[config.mk]
export PLATFORM = sky130hd
export DESIGN_NAME = gpu_display_scheduler
export DESIGN_NICKNAME = d
export VERILOG_FILES = /design/src/rtl/gpu_pkg.sv /design/src/rtl/gpu_video_timing.sv /design/src/rtl/gpu_display_scheduler.sv
export SDC_FILE = /design/constraint.sdc
export NUM_CORES = 1
export LEC_CHECK = 0
export CAP_MARGIN = 15
export CORE_ASPECT_RATIO = 2
export CORE_MARGIN = 2
export CORE_UTILIZATION = 35
export CTS_CLUSTER_SIZE = 20
export DETAILED_ROUTE_END_ITERATION = 16
export GPL_ROUTABILITY_DRIVEN = 1
export SYNTH_ARGS = -nofsm -noshare
export SYNTH_HDL_FRONTEND = slang
export SYNTH_HIERARCHICAL = 1
export SYNTH_SLANG_ARGS = --single-unit
[constraint.sdc]
create_clock -name clk -period 2.3 [get_ports clk]
set_input_delay 0.69 -clock clk [delete_from_list [all_inputs] [get_ports clk]]
set_output_delay 0.69 -clock clk [all_outputs]
set_load 0.01 [all_outputs]
[src/rtl/gpu_pkg.sv]
// Shared constants, config payload types and pixel helpers for the scope display pipeline.
package gpu_pkg;

  localparam int unsigned H_VIS   = 800;
  localparam int unsigned H_FP    = 40;
  localparam int unsigned H_SYNC  = 128;
  localparam int unsigned H_BP    = 88;
  localparam int unsigned H_TOTAL = H_VIS + H_FP + H_SYNC + H_BP;

  localparam int unsigned V_VIS   = 600;
  localparam int unsigned V_FP    = 1;
  localparam int unsigned V_SYNC  = 4;
  localparam int unsigned V_BP    = 23;
  localparam int unsigned V_TOTAL = V_VIS + V_FP + V_SYNC + V_BP;

  localparam int unsigned H_CNT_W    = 11;
  localparam int unsigned V_CNT_W    = 10;
  localparam int unsigned COORD_W    = 10;
  localparam int unsigned RGB_W      = 12;
  localparam int unsigned CFG_ADDR_W = 2;
  localparam int unsigned EN_W       = 3;

  localparam int unsigned EN_GRID   = 0;
  localparam int unsigned EN_WAVE   = 1;
  localparam int unsigned EN_CURSOR = 2;

  localparam logic [CFG_ADDR_W-1:0] CFG_ADDR_GRID   = 2'd0;
  localparam logic [CFG_ADDR_W-1:0] CFG_ADDR_WAVE   = 2'd1;
  localparam logic [CFG_ADDR_W-1:0] CFG_ADDR_CURSOR = 2'd2;
  localparam logic [CFG_ADDR_W-1:0] CFG_ADDR_EN     = 2'd3;

  localparam logic [RGB_W-1:0] DEF_GRID_RGB   = 12'h444;
  localparam logic [RGB_W-1:0] DEF_WAVE_RGB   = 12'h0F0;
  localparam logic [RGB_W-1:0] DEF_CURSOR_RGB = 12'hFF0;
  localparam logic [RGB_W-1:0] BG_RGB         = 12'h000;
  localparam logic [EN_W-1:0]  DEF_EN         = 3'b111;

  typedef struct packed {
    logic [CFG_ADDR_W-1:0] addr;
    logic [RGB_W-1:0]      data;
  } cfg_wr_t;

  typedef struct packed {
    logic [RGB_W-1:0] grid;
    logic [RGB_W-1:0] wave;
    logic [RGB_W-1:0] cursor;
    logic [EN_W-1:0]  en;
  } disp_cfg_t;

  localparam disp_cfg_t DEF_CFG = '{
    grid:   DEF_GRID_RGB,
    wave:   DEF_WAVE_RGB,
    cursor: DEF_CURSOR_RGB,
    en:     DEF_EN
  };

  // Fold one config write into the active configuration.
  function automatic disp_cfg_t cfg_apply(input disp_cfg_t cur, input cfg_wr_t wr);
    disp_cfg_t nxt;
    nxt = cur;
    case (wr.addr)
      CFG_ADDR_GRID:   nxt.grid   = wr.data;
      CFG_ADDR_WAVE:   nxt.wave   = wr.data;
      CFG_ADDR_CURSOR: nxt.cursor = wr.data;
      default:         nxt.en     = wr.data[EN_W-1:0];
    endcase
    return nxt;
  endfunction

  // Fixed-priority layer pick: cursor over wave over grid over background.
  function automatic logic [RGB_W-1:0] layer_pick(input disp_cfg_t cfg, input logic hit_grid,
                                                  input logic hit_wave, input logic hit_cursor);
    logic [RGB_W-1:0] px;
    px = BG_RGB;
    if (cfg.en[EN_CURSOR] && hit_cursor)    px = cfg.cursor;
    else if (cfg.en[EN_WAVE] && hit_wave)   px = cfg.wave;
    else if (cfg.en[EN_GRID] && hit_grid)   px = cfg.grid;
    return px;
  endfunction

endpackage

[src/rtl/gpu_video_timing.sv]
// Horizontal/vertical raster counters and the raw timing strobes derived from them.
module gpu_video_timing
  import gpu_pkg::*;
#(
  parameter int unsigned H_VISIBLE = H_VIS,
  parameter int unsigned H_FRONT   = H_FP,
  parameter int unsigned H_SYNC_W  = H_SYNC,
  parameter int unsigned H_BACK    = H_BP,
  parameter int unsigned V_VISIBLE = V_VIS,
  parameter int unsigned V_FRONT   = V_FP,
  parameter int unsigned V_SYNC_W  = V_SYNC,
  parameter int unsigned V_BACK    = V_BP
) (
  input  logic               clk,
  input  logic               rst,
  output logic [COORD_W-1:0] row,
  output logic [COORD_W-1:0] col,
  output logic               visible,
  output logic               hsync_raw,
  output logic               vsync_raw,
  output logic               vblank_start,
  output logic               frame_origin
);

  localparam int unsigned H_TOT = H_VISIBLE + H_FRONT + H_SYNC_W + H_BACK;
  localparam int unsigned V_TOT = V_VISIBLE + V_FRONT + V_SYNC_W + V_BACK;

  localparam logic [H_CNT_W-1:0] H_LAST    = H_CNT_W'(H_TOT - 1);
  localparam logic [H_CNT_W-1:0] H_VIS_END = H_CNT_W'(H_VISIBLE);
  localparam logic [H_CNT_W-1:0] HS_FIRST  = H_CNT_W'(H_VISIBLE + H_FRONT);
  localparam logic [H_CNT_W-1:0] HS_LAST   = H_CNT_W'(H_VISIBLE + H_FRONT + H_SYNC_W - 1);

  localparam logic [V_CNT_W-1:0] V_LAST    = V_CNT_W'(V_TOT - 1);
  localparam logic [V_CNT_W-1:0] V_VIS_END = V_CNT_W'(V_VISIBLE);
  localparam logic [V_CNT_W-1:0] VS_FIRST  = V_CNT_W'(V_VISIBLE + V_FRONT);
  localparam logic [V_CNT_W-1:0] VS_LAST   = V_CNT_W'(V_VISIBLE + V_FRONT + V_SYNC_W - 1);

  logic [H_CNT_W-1:0] h_cnt;
  logic [V_CNT_W-1:0] v_cnt;

  // Raster scan: h wraps every line, v advances on each h wrap.
  always_ff @(posedge clk) begin
    if (rst) begin
      h_cnt <= '0;
      v_cnt <= '0;
    end else if (h_cnt == H_LAST) begin
      h_cnt <= '0;
      v_cnt <= (v_cnt == V_LAST) ? '0 : v_cnt + V_CNT_W'(1);
    end else begin
      h_cnt <= h_cnt + H_CNT_W'(1);
    end
  end

  always_comb begin
    visible      = (h_cnt < H_VIS_END) && (v_cnt < V_VIS_END);
    row          = visible ? COORD_W'(v_cnt) : '0;
    col          = visible ? h_cnt[COORD_W-1:0] : '0;
    hsync_raw    = (h_cnt >= HS_FIRST) && (h_cnt <= HS_LAST);
    vsync_raw    = (v_cnt >= VS_FIRST) && (v_cnt <= VS_LAST);
    vblank_start = (h_cnt == '0) && (v_cnt == V_VIS_END);
    frame_origin = (h_cnt == '0) && (v_cnt == '0);
  end

endmodule

[src/rtl/gpu_display_scheduler.sv]
// Display sequencer: drives raster coordinates, composites layer hits into RGB444 and
// holds a one-entry config slot that is committed only at vblank start.
module gpu_display_scheduler
  import gpu_pkg::*;
#(
  parameter int unsigned H_VISIBLE = H_VIS,
  parameter int unsigned H_FRONT   = H_FP,
  parameter int unsigned H_SYNC_W  = H_SYNC,
  parameter int unsigned H_BACK    = H_BP,
  parameter int unsigned V_VISIBLE = V_VIS,
  parameter int unsigned V_FRONT   = V_FP,
  parameter int unsigned V_SYNC_W  = V_SYNC,
  parameter int unsigned V_BACK    = V_BP
) (
  input  logic                  clk,
  input  logic                  rst,
  output logic [COORD_W-1:0]    row,
  output logic [COORD_W-1:0]    col,
  input  logic                  on_grid,
  input  logic                  on_wave,
  input  logic                  on_cursor,
  input  logic                  cfg_valid,
  output logic                  cfg_ready,
  input  logic [CFG_ADDR_W-1:0] cfg_addr,
  input  logic [RGB_W-1:0]      cfg_data,
  output logic [RGB_W-1:0]      rgb,
  output logic                  de,
  output logic                  hsync,
  output logic                  vsync,
  output logic                  frame_start
);

  logic             visible;
  logic             hsync_raw;
  logic             vsync_raw;
  logic             vblank_start;
  logic             frame_origin;
  logic             pending;
  cfg_wr_t          pend_wr;
  disp_cfg_t        active_cfg;
  logic             cfg_accept_c;
  logic [RGB_W-1:0] pixel_c;

  gpu_video_timing #(
    .H_VISIBLE (H_VISIBLE),
    .H_FRONT   (H_FRONT),
    .H_SYNC_W  (H_SYNC_W),
    .H_BACK    (H_BACK),
    .V_VISIBLE (V_VISIBLE),
    .V_FRONT   (V_FRONT),
    .V_SYNC_W  (V_SYNC_W),
    .V_BACK    (V_BACK)
  ) u_timing (
    .clk          (clk),
    .rst          (rst),
    .row          (row),
    .col          (col),
    .visible      (visible),
    .hsync_raw    (hsync_raw),
    .vsync_raw    (vsync_raw),
    .vblank_start (vblank_start),
    .frame_origin (frame_origin)
  );

  assign cfg_ready    = !pending && !rst;
  assign cfg_accept_c = cfg_valid && cfg_ready;

  // Commit and accept are exclusive: accept needs an empty slot, commit needs a full one.
  always_ff @(posedge clk) begin
    if (rst) begin
      pending    <= 1'b0;
      pend_wr    <= '0;
      active_cfg <= DEF_CFG;
    end else if (vblank_start && pending) begin
      active_cfg <= cfg_apply(active_cfg, pend_wr);
      pending    <= 1'b0;
    end else if (cfg_accept_c) begin
      pending    <= 1'b1;
      pend_wr    <= '{addr: cfg_addr, data: cfg_data};
    end
  end

  assign pixel_c = visible ? layer_pick(active_cfg, on_grid, on_wave, on_cursor) : BG_RGB;

  // Single output stage keeps rgb and the timing strobes aligned.
  always_ff @(posedge clk) begin
    if (rst) begin
      rgb         <= '0;
      de          <= 1'b0;
      hsync       <= 1'b0;
      vsync       <= 1'b0;
      frame_start <= 1'b0;
    end else begin
      rgb         <= pixel_c;
      de          <= visible;
      hsync       <= hsync_raw;
      vsync       <= vsync_raw;
      frame_start <= frame_origin;
    end
  end

endmodule

After elaboration in Yosys (flattened, before gate mapping)
Index checks and enable logic that the tools add are counted.
{ "classes": {"n_addsub": 2, "n_eq_ne": 5, "bitwise_logic": 3, "reduce_logical": 25, "order_cmp": 6, "n_mux": 6} }
{ "ops": {"columns": ["op", "n"], "rows": [
  ["$mux W12", 3],
  ["$mux W10", 3],
  ["$eq A10 B10 Y1 const B", 2],
  ["$add A11 B1 Y11 const B", 1],
  ["$eq A11 B11 Y1 const B", 1],
  ["$ge A11 B10 Y1 const B", 1],
  ["$le A11 B10 Y1 const B", 1],
  ["$logic_and A1 B1 Y1", 11],
  ["$logic_not A11 Y1", 1],
  ["$lt A11 B10 Y1 const B", 1],
  ["$add A10 B1 Y10 const B", 1],
  ["$ge A10 B10 Y1 const B", 1],
  ["$le A10 B10 Y1 const B", 1],
  ["$logic_not A10 Y1", 1],
  ["$lt A10 B10 Y1 const B", 1],
  ["$reduce_and A2 Y1", 5],
  ["$reduce_or A2 Y1", 3],
  ["$not A1 Y1", 3],
  ["$reduce_or A3 Y1", 1],
  ["$eq A2 B1 Y1 const B", 1],
  ["$eq A2 B2 Y1 const B", 1],
  ["$logic_not A1 Y1", 2],
  ["$logic_not A2 Y1", 1]
]} }
{ "totals": {"in_bits": 20, "reg_bits": 91, "out_inout_bits": 37, "wordCells": 61} }

Longest topological paths before layout
{ "depth": {"ltp_word": 5, "ltp_mapped": 10, "mapped_depth_nobuf": 9} }

Modules after synthesis
Netlist, hierarchy kept.
{ "modules_own_cells": {"columns": ["mod", "n_inst", "cells_per_inst", "seq_area_each_um2", "area_each_um2"], "rows": [
  ["gpu_display_scheduler", 1, 314, 1401.3, 2637.5],
  ["gpu_video_timing", 1, 170, 420.4, 1351.3]
]} }

Worst setup path after synthesis
Ideal clock, no wire load.
{ "synth_timing": {"path_kind": "flip-flop to output port", "startpoint": "register u_timing.h_cnt[5]", "endpoint": "output port row[0]", "path_stages_with_launch": 7, "path_buffers": 2, "t_arrival_ns": 1.455, "path_slack_ns": 0.155, "required_time_ns": 1.610, "path_cell_list": "dfxtp_1 clkbuf_1 nor3_4 nor2_1 a211oi_1 clkbuf_1 and2_1"} }
{ "synth_between": {"elab_chain_cells": 3} }
{ "synth_rtl": {"columns": ["item", "line_no", "text"], "rows": [
  ["start, declared", "gpu_video_timing.sv:38", "logic [H_CNT_W-1:0] h_cnt;"],
  ["start signal, assigned", "gpu_video_timing.sv:50", "h_cnt <= h_cnt + H_CNT_W'(1);"],
  ["$lt A11 B10 Y1", "gpu_video_timing.sv:55", "visible = (h_cnt < H_VIS_END) && (v_cnt < V_VIS_END);"],
  ["$logic_and A1 B1 Y1", "gpu_video_timing.sv:55", null],
  ["named net visible", "gpu_display_scheduler.sv:33", "logic visible;"],
  ["$mux W10", "gpu_video_timing.sv:56", "row = visible ? COORD_W'(v_cnt) : '0;"],
  ["end, declared", "gpu_display_scheduler.sv:17", "output logic [COORD_W-1:0] row,"]
]} }
The timed path passes the listed nets, and every way through them passes these cells.

Worst setup path after layout
{ "layout_timing": {"startpoint": "register u_timing.v_cnt[7]", "endpoint": "output port col[2]"} }
{ "layout_between": {"elab_chain_cells": 3} }
{ "layout_rtl": {"columns": ["item", "line_no", "text"], "rows": [
  ["start, declared", "gpu_video_timing.sv:39", "logic [V_CNT_W-1:0] v_cnt;"],
  ["start signal, assigned", "gpu_video_timing.sv:48", "v_cnt <= (v_cnt == V_LAST) ? '0 : v_cnt + V_CNT_W'(1);"],
  ["$lt A10 B10 Y1", "gpu_video_timing.sv:55", null],
  ["$logic_and A1 B1 Y1", "gpu_video_timing.sv:55", null],
  ["named net visible", "gpu_display_scheduler.sv:33", null],
  ["$mux W10", "gpu_video_timing.sv:57", "col = visible ? h_cnt[COORD_W-1:0] : '0;"],
  ["end, declared", "gpu_display_scheduler.sv:18", "output logic [COORD_W-1:0] col,"]
]} }
The timed path passes the listed nets, and every way through them passes these cells.

==> results by group <==
Run status
  – Status: finished, violations left
  – Failing checks: negative setup slack

Timing
  – Period utilisation layout: 1.05
  – Worst-margin pin slew: 1.05 ns
  – Final setup viols: 20
  – Fin crit period: 2.41 ns
  – Final hold viol count: 0
  – FMAX: 0.415 GHz
  – Final setup margin: -0.108 ns
  – WHS: around 0.46 ns
  – Count of pins over their slew limit: 0
  – RSZ-0062 raised after global routing: yes
  – Max-slew headroom: 0.302
  – Skew final: 0.00829 ns

Global routing
  – Grt ovf: 0
  – First-pass GRT wire length: between 15000 and 20000 um
  – Largest net degree at the start of global routing: 47
  – GR Util All Layers: 0.179
  – Initial antenna violation count: 0
  – Number of global-route vias before repair: 3542

Yosys
  – Synth area leader: dfxtp_1
  – Syn avg cell area: 8.24 um2
  – Synth top area cells: dfxtp_1 46%, nand2_1 6.9%, a21oi_1 5.0%, nor2_1 4.6%, nor3_1 3.6%
  – Syn Nets: 510
  – Register area share after synthesis: 0.457
  – Async SR Flop Fraction: 0
  – Post-synthesis cell type count: 45
  – Yosys warns: 6
  – Post-synth EDFFs: 0
  – Netlist Area Pre-Place: 3990 um2
  – Ys flop type: dfxtp_1
  – Synth Register Bits: 91
  – Top cell type's share of synthesized area: 0.457
  – Cell count after synthesis: 484

Power and ir drop
  – Max VDD drop: 0.343 mV
  – Switching power total: 770 uW
  – Clock power frac: 0.462
  – Gate power share: 0.067
  – Cell Pwr Density: 657 nW/um2
  – Pint: approximately 2.7 mW
  – Sw Ratio: 0.221
  – Static Leakage: 2.00 nW
  – Sequential share of power: 0.471

Cells and area
  – Non-Filler Instances: 712
  – Diodes inserted: 0
  – Layout net count: 591
  – Area Growth Syn to Fin: 33.2%
  – Share of layout cells above drive strength 1: 0.198

CTS
  – Clock Latency Late Sink: approximately 0.34 ns
  – H-tree Lvls: 3
  – CTS Buf Count: 9
  – CTS tree: built
  – CTS sink cnt: 91
  – Clock tree buffer depth: 2
  – Root Buffer Master: clkbuf_16
  – Clk pin slew, worst setup/hold paths: 0.06 ns

Route
  – Vias: 3650
  – Detail Route Antenna Nets: 0
  – Routed len/inst: 15.0 um
  – Drt drc: 0
  – DRT Wirelength: around 11000 um
  – DR iter-0 viols: approximately 150
  – Vias per cell: about 5.1
  – Pre-Repair DR Iteration Count: 4

Critical path
  – R2R cell count: 9
  – Crit path kind: reg -> out
  – Crit path capture: col[2]
  – Critical path's most frequent cell: buf_6
  – Crit. Startpoint: u_timing/v_cnt[7]$_SDFFE_PP0N_
  – FF-to-FF Start: u_timing/h_cnt[7]$_SDFF_PP0_
  – Startpoint types: register
  – R2R Setup Slk: 0.31 ns
  – Worst Path Arrival: 1.72 ns
  – Crit Reg-Reg Endpoint: active_cfg[8]$_SDFFE_PP1P_
  – CP Cell Sequence: nor2_1 -> o21ai_1 -> a211oi_2 -> buf_4 -> buf_6 -> and2_4 -> buf_6
  – Crit-path slowest cell: dfxtp_1
  – Slowest cell delay on critical path: 0.31 ns
  – Critical path peak fanout: 7
  – CP required: 1.61 ns
  – Critical Path Sink Type: output port

Place
  – Gpl congestion: approximately 0.84
  – DP Cell Count: 690
  – Post-DP HPWL: 7410 um
  – IO Port Bufs: 56

Die
  – Core area: 11200 um2
  – Num rows: 55
  – Initial Util: 0.356
  – Die width: 79.5 um
  – Chip height: 155 um
  – I/O pin total: 57
  – Die area: 12300 um2

Run
  – MaxCap Viol Count: 0

Hold path
  – Worst hold path class: reg -> reg
-- through the flow --
step           setup WS [ns]   util  instance area [um2]  power (mW)  TNS [ns]
6_report              -0.108  0.474                 5310        3.49     -1.58
5_1_grt               -0.162  0.474                 5310        3.62     -2.61
4_1_cts              -0.0993  0.471                 5280        3.53     -1.63
3_5_place_dp          -0.204  0.433                 4850        1.91     -4.47
3_3_place_gp          -0.184  0.433                 4850        1.90     -3.53
2_1_floorplan          0.155      -                 3990        1.79         0
-- registers in the layout (all words and copies together), names as in the netlist --
signal and count:
pend_wr 14, pending 1, de 1, frame_start 1, u_timing/v_cnt 10, active_cfg 39, hsync 1, rgb 12
vsync 1, u_timing/h_cnt 11
-- how the worst min path moves through the flow --
stage                                start                     endpoint  slack, ns  cells after the start
4_1_cts        active_cfg[36]$_SDFFE_PP0P_  active_cfg[36]$_SDFFE_PP0P_       0.46                      2
2_1_floorplan  active_cfg[27]$_SDFFE_PP0P_  active_cfg[27]$_SDFFE_PP0P_       0.44                      2
3_3_place_gp   active_cfg[30]$_SDFFE_PP0P_  active_cfg[30]$_SDFFE_PP0P_       0.44                      2
3_5_place_dp   active_cfg[36]$_SDFFE_PP0P_  active_cfg[36]$_SDFFE_PP0P_       0.45                      2
6_report       active_cfg[36]$_SDFFE_PP0P_  active_cfg[36]$_SDFFE_PP0P_       0.46                      2
5_1_grt        active_cfg[28]$_SDFFE_PP0P_  active_cfg[28]$_SDFFE_PP0P_       0.48                      2
-- Yosys cell counts (11+ instances only) --
cell type	number
a21oi_1	40
a311oi_1	12
and2_1	21
buf_2	13
clkbuf_1	11
dfxtp_1	91
nand2_1	73
nand2b_1	15
nand3_1	23
nor2_1	49
nor3_1	29
o21ai_0	11
o21ai_1	16
-- placed cells by master (no fill, tap or decap), types with 2 or more instances in the layout --
cell type | netlist | final
xor2_1 | 3 | 3
or3_1 | 7 | 7
clkdlybuf4s50_1 | 0 | 34
and2_1 | 21 | 3
nor2b_1 | 3 | 3
nand4_1 | 4 | 4
buf_4 | 0 | 41
or4_1 | 2 | 2
clkbuf_16 | 0 | 9
and4b_1 | 2 | 2
buf_12 | 0 | 2
inv_1 | 10 | 10
nand3b_1 | 4 | 4
xnor2_1 | 8 | 8
nand3_1 | 23 | 23
nor4_1 | 3 | 3
nor2_1 | 49 | 48
and2_4 | 0 | 19
buf_6 | 4 | 21
dfxtp_1 | 91 | 89
a21oi_1 | 40 | 39
nand4b_1 | 2 | 2
nand2_1 | 73 | 73
ha_1 | 6 | 6
nor3_1 | 29 | 28
o21ai_1 | 16 | 17
and3_1 | 3 | 3
buf_2 | 13 | 2
bufinv_16 | 0 | 2
dfxtp_2 | 0 | 2
a311oi_1 | 12 | 12
o21ai_0 | 11 | 10
nand2b_1 | 15 | 15
-- layout make-up --
| cell class | count | area, um2 |
|---|---|---|
| Fill cell | 1094 | 5900 |
| Sequential cell | 91 | 1820 |
| Clock inverter | 5 | 85.1 |
| Clock buffer | 11 | 243 |
| Multi-Input combinational cell | 352 | 2000 |
| Timing Repair Buffer | 101 | 947 |
| Inverter | 10 | 37.5 |
| Tap cell | 142 | 178 |
-- cell families after synthesis --
| logic type | Yosys count | synth area share |
|---|---|---|
| AND/OR/NAND/NOR | 252 | 0.322 |
| flip-flops | 91 | 0.457 |
| AO/OA/AOI/OAI | 83 | 0.121 |
| buffers and inverters | 41 | 0.0577 |
| XOR/XNOR | 11 | 0.0242 |
| adder cells (fa/ha/maj) | 6 | 0.0188 |
-- layer usage --
metal | part of all wire | wire length, um | up-vias | GRT usage
met5 | 0 | 0 | - | 0
met4 | 0.030 | 317 | 0 | 0.0862
met3 | 0.027 | 290 | 17 | 0.0360
met2 | 0.58 | 6230 | 80 | 0.351
met1 | 0.36 | 3840 | 1746 | 0.168
li1 | - | - | 1807 | -
-- worst max-delay path, delay by kind of cell (launching register included) --
| family | cells | cell delay, ns |
|---|---|---|
| DFF | 1 | 0.31 |
| buffers and inverters | 3 | 0.39 |
| and+or+nand+nor | 2 | 0.31 |
| AOI/OAI and AO/OA | 2 | 0.37 |
-- power groups by stage --
stage / sequential (mW) / combinational, mW / clock (mW)
after floorplan: 1.68 / 0.114 / 0
after global placement: 1.68 / 0.224 / 0
after detailed placement: 1.68 / 0.226 / 0
after CTS: 1.65 / 0.231 / 1.65
after global routing: 1.65 / 0.252 / 1.71
final: 1.65 / 0.233 / 1.61
-- repair_timing --
action | CTS | global route
hold buffers | 0 | 0
resized for setup | 120 | 9
gates cloned | 1 | 0
pin swaps | 17 | 2
buffers inserted | 5 | 1
endpoints found under the setup margin | 20 | 23
(Power assumes the default switching activity.)
